[config.mk]
export PLATFORM = sky130hd
export DESIGN_NAME = regfile_mp
export DESIGN_NICKNAME = d
export VERILOG_FILES = /design/src/rtl/regfile_pkg.sv /design/src/rtl/regfile_read_port.sv /design/src/rtl/regfile_mp.sv
export SDC_FILE = /design/constraint.sdc
export NUM_CORES = 2
export LEC_CHECK = 0
export ABC_AREA = 0
export CAP_MARGIN = 5
export CORE_MARGIN = 2
export CORE_UTILIZATION = 55
export DETAILED_ROUTE_END_ITERATION = 6
export PLACE_DENSITY = 0.72
export SETUP_SLACK_MARGIN = 0.1
export SYNTH_ARGS = -nofsm -noshare
export SYNTH_HDL_FRONTEND = slang
export SYNTH_SLANG_ARGS = --single-unit
[constraint.sdc]
create_clock -name clk -period 39 [get_ports clk]
set_clock_uncertainty 0.2 [all_clocks]
set_input_delay 5.85 -clock clk [delete_from_list [all_inputs] [get_ports clk]]
set_output_delay 5.85 -clock clk [all_outputs]
set_load 0.02 [all_outputs]
[src/rtl/regfile_pkg.sv]
// Shared constants and types for the multi-port register file.
// Provides default widths, the hardwired-zero index and a read-port index type.
package regfile_pkg;

  localparam int DATA_W_DEF = 32;
  localparam int ADDR_W_DEF = 5;
  localparam int ZERO_REG   = 0;
  localparam int MAX_RD     = 4;

  typedef logic [$clog2(MAX_RD)-1:0] rd_idx_t;

endpackage

[src/rtl/regfile_read_port.sv]
// One combinational read port: storage mux, pend lookup, optional bypass.
// Ports: addr in; regs/pend storage in; wr_* for forwarding; data/busy out.
// With REGFILE_BYPASS_EN defined, a same-cycle write to addr is forwarded.
module regfile_read_port
  import regfile_pkg::*;
#(
  parameter int DATA_W = DATA_W_DEF,
  parameter int ADDR_W = ADDR_W_DEF
) (
  input  logic [ADDR_W-1:0]                    addr,
  input  logic [2**ADDR_W-1:0][DATA_W-1:0]     regs,
  input  logic [2**ADDR_W-1:0]                 pend,
  input  logic                                 wr_en,
  input  logic [ADDR_W-1:0]                    wr_addr,
  input  logic [DATA_W-1:0]                    wr_data,
  output logic [DATA_W-1:0]                    data,
  output logic                                 busy
);

  localparam logic [ADDR_W-1:0] ZA = ADDR_W'(ZERO_REG);

  logic is_zero;
  assign is_zero = (addr == ZA);

`ifdef REGFILE_BYPASS_EN
  logic fwd;
  assign fwd = wr_en && (wr_addr != ZA) && (wr_addr == addr);
`else
  logic unused_wr;
  assign unused_wr = ^{wr_en, wr_addr, wr_data};
`endif

  always_comb begin
    data = regs[addr];
    busy = pend[addr];
    if (is_zero) begin
      data = '0;
      busy = 1'b0;
    end
`ifdef REGFILE_BYPASS_EN
    // Forwarded value is the one being written, so it cannot be pending
    // yet even if a reserve lands on the same edge.
    if (fwd) begin
      data = wr_data;
      busy = 1'b0;
    end
`endif
  end

endmodule

[src/rtl/regfile_mp.sv]
// Multi-port register file with per-register pending (scoreboard) bits.
// Ports: clk, rst; rd_addr/rd_data/rd_pend (NUM_RD packed ports);
// wr_en/wr_addr/wr_data write; rsv_en/rsv_addr reserve; pend_cnt count.
// Optional macro REGFILE_BYPASS_EN enables same-cycle write forwarding.
module regfile_mp
  import regfile_pkg::*;
#(
  parameter int DATA_W = DATA_W_DEF,
  parameter int ADDR_W = ADDR_W_DEF,
  parameter int NUM_RD = 2
) (
  input  logic                     clk,
  input  logic                     rst,
  input  logic [NUM_RD*ADDR_W-1:0] rd_addr,
  output logic [NUM_RD*DATA_W-1:0] rd_data,
  output logic [NUM_RD-1:0]        rd_pend,
  input  logic                     wr_en,
  input  logic [ADDR_W-1:0]        wr_addr,
  input  logic [DATA_W-1:0]        wr_data,
  input  logic                     rsv_en,
  input  logic [ADDR_W-1:0]        rsv_addr,
  output logic [ADDR_W:0]          pend_cnt
);

  localparam int DEPTH = 2**ADDR_W;
  localparam logic [ADDR_W-1:0] ZA = ADDR_W'(ZERO_REG);

  logic [DEPTH-1:0][DATA_W-1:0] regs;
  logic [DEPTH-1:0]             pend;
  logic [DEPTH-1:0]             pend_nxt;

  logic wr_hit;
  logic rsv_hit;
  logic inc;
  logic dec;

  assign wr_hit  = wr_en && (wr_addr != ZA);
  assign rsv_hit = rsv_en && (rsv_addr != ZA);

  // Reserve is applied after the write clear so a new producer wins.
  always_comb begin
    pend_nxt = pend;
    if (wr_hit)
      pend_nxt[wr_addr] = 1'b0;
    if (rsv_hit)
      pend_nxt[rsv_addr] = 1'b1;
  end

  assign inc = rsv_hit && !pend[rsv_addr];
  assign dec = wr_hit && pend[wr_addr]
            && !(rsv_hit && (rsv_addr == wr_addr));

  always_ff @(posedge clk or posedge rst) begin
    if (rst) begin
      regs     <= '0;
      pend     <= '0;
      pend_cnt <= '0;
    end else begin
      if (wr_hit)
        regs[wr_addr] <= wr_data;
      pend     <= pend_nxt;
      pend_cnt <= pend_cnt
                + (ADDR_W+1)'(inc)
                - (ADDR_W+1)'(dec);
    end
  end

  for (genvar i = 0; i < NUM_RD; i++) begin : g_rd
    regfile_read_port #(
      .DATA_W(DATA_W),
      .ADDR_W(ADDR_W)
    ) u_port (
      .addr    (rd_addr[i*ADDR_W +: ADDR_W]),
      .regs    (regs),
      .pend    (pend),
      .wr_en   (wr_en),
      .wr_addr (wr_addr),
      .wr_data (wr_data),
      .data    (rd_data[i*DATA_W +: DATA_W]),
      .busy    (rd_pend[i])
    );
  end

endmodule

==> metrics.cfg <==
[outcome]
status=finished clean

[setup_path]
critPathMaxStageDelay_ps=860
cp_num_cells=8
critical_path.endpoint_type=primary output
cp.required_ps=32950
startpoint=rd_addr[0]
cp_cell_sequence=buf_8, buf_4, buf_12, mux4_2, a22o_1, a2111oi_1, nor3_1, clkdlybuf4s50_1
r2r-end=pend_cnt[4]
path_delay_family=buffers and inverters
crit_path_start_kind=primary input
critical_path_arrival_ps=10680
regToRegSetupSlack_ps=35710
timing.rr.start=pend[5]
endpoint=rd_data[7]
crit_fanout=103
rr_worst_depth=12
cp.buffers_inverters=4
crit_type=in2out
cp_slowest_cell=buf_4

[layout]
fin_cells=5100
layout_common_cells=dfrtp_1, mux2_2, mux4_2
areaGrowthSynthToFinish_pct=9.95
fillers=7676
drive_gt1_frac=0.476
final_common_cell=dfrtp_1
final_nets=3693

[clock_network]
ctsResizeCount=0
tritoncts=yes
clk_latency_ps=720
cts_buffers=114
clkSinkCount=1062
htree_num_levels=3
postCtsSetupRepairBufs=0
cts-root-buf=clkbuf_16
path_clk_slew_ps=60
clockBufferDepth=3
holdBufCountCts=0

[global_route]
grt_max_degree=176
gr-usage-all-layers=0.333
grt_overflow=0
antenna_found_initial=3
grt_pass1_wl_um=258000
grt_pass1_vias=37267

[placement]
port_buffers=127
dp_hpwl_um=93200
dp_cells=4882
gp_congestion=0.848

[floorplan]
die_height_um=325
pin_count=128
die-area_um2=106000
rows=117
placeableCoreArea_um2=102000
die_x_um=325
start_util=0.555

[sta]
finalHoldViolations=0
post-route-period-util=0.429
finalMaxSlewViolations=0
rsz0062_at_grt=no
maxSlewHeadroom=0.156
finalSetupViolations=0
worst_pin_slew_ps=1270
setup_tns_ps=0
max_freq_mhz=59.8
period_minus_slack_ps=16730

[route]
antenna_left=0
wl_um=175000
wl_met3_um=15600
vias_per_cell=7.19
wl_met2_um=82500
dr.pass1.iters=6
top_layer_used=met4
drt_iter0_markers=4026
drt-met1-wl_um=66800
wl_per_cell_um=34.4
num_vias=36691
drc=0

[synthesis]
yosysTopAreaCell=dfrtp_1
syn_area_um2=56700
synth-seq-cells=1062
yosysSeqAreaShare=0.469
synth_nets=3830
syn_avg_cell_area_um2=15.0
yosysUniqueCellTypes=58
synth_top_area_frac=0.469
synthTopCellsByArea=dfrtp_1, mux2_2, mux4_2
synth_ff_type=dfrtp_1
synth_edf_count=0
ys.warnings.count=0
netlist_instances=3767
synth_async_sr_flop_share=1.00

[pwr]
power.density_nw_per_um2=53.0
ir_drop_uv=36.8
p_leak_nw=26.9

[job]
maxCapViolCount=0

[min_path]
hold_path.class=reg2reg

==> through the flow <==
stage	cell area, um^2	power, mW	hold slack (ps)	setup slack, ps	utilization
after floorplan	56700	1.98	241	3060	-
after global placement	58300	2.14	177	22300	0.571
after detailed placement	58300	2.17	183	22280	0.571
after CTS	62300	3.31	197	22300	0.611
after global routing	62300	3.43	207	21970	0.611
final	62300	3.30	198	22270	0.611
==> report_power, final <==
group / internal (mW) / switching, mW / total (mW)
registers: 1.31 / 0.164 / 1.48
clock network: 0.677 / 0.468 / 1.14
logic: 0.405 / 0.276 / 0.681
==> worst reg2reg max path: cells and delay by family (launching register included) <==
family | cells | cell delay, ps
compound gates | 4 | 1050
fa+ha+maj | 3 | 910
flops | 1 | 430
mux | 1 | 300
simple gates | 2 | 160
xor+xnor | 1 | 120
buf+inv | 1 | 40
==> synth_stat cells (3+ instances only) <==
master     instances
buf_6             22
mux2_1            30
nor2_1            40
a2111oi_0          7
mux2i_1          162
a22o_1            55
a31oi_1           35
dfrtp_1         1062
a22oi_1           99
nand4_1            3
a32o_1             4
inv_1             15
a211o_1           33
mux2_2           973
buf_1             13
ha_1               6
and2_1             3
a211oi_1          14
nor4_1             3
xor2_1             4
nor3_1            18
mux4_2           478
o21ai_0           24
nor2b_1           15
xnor2_1            5
nand2b_1           6
clkbuf_1         235
a21oi_1           38
o221ai_1          43
nand3_1           10
nand2_1           31
buf_4             59
buf_2            117
nand3b_1           4
o22ai_1           59
a2111oi_1         13
==> cell families after synthesis <==
group                      synth area share
muxes                                 0.418
DFF                                   0.469
buffers and inverters                0.0400
AOI/OAI and AO/OA                    0.0562
and+or+nand+nor                      0.0138
xor gates and xnor gates            0.00139
adders and majority gates           0.00168
==> worst min path at each step <==
stage / slack (ps) / end / startpoint / depth (start not counted)
4_1_cts: 200 / regs[27] / regs[27] / 0
3_5_place_dp: 180 / regs[27] / regs[27] / 0
3_3_place_gp: 180 / regs[20] / regs[20] / 0
6_report: 200 / regs[30] / regs[30] / 0
2_1_floorplan: 240 / regs[17] / regs[17] / 1
5_1_grt: 210 / regs[27] / regs[27] / 0
==> state kept, by name, indices dropped and copies added, names as in the netlist <==
register  flops
pend         32
pend_cnt      6
regs       1024
==> layer usage <==
metal  up-vias  track usage
li1      14463            -
met4         0        0.170
met3       522       0.0657
met5         -            0
met2      1969        0.525
met1     19737        0.443
==> cell type report <==
type,instances,area (um^2),share of cell area
clock inverter,46,537,0.00862
sequential,1062,26600,0.427
inverter,15,63.8,0.00102
multi-input combinational,2243,28100,0.452
tap,1368,1710,0.0275
timing repair buffer,194,1830,0.0294
clock buffer,169,3440,0.0553
antenna,3,7.51,0.000121
Note: power is estimated with default switching activity, not from simulation.
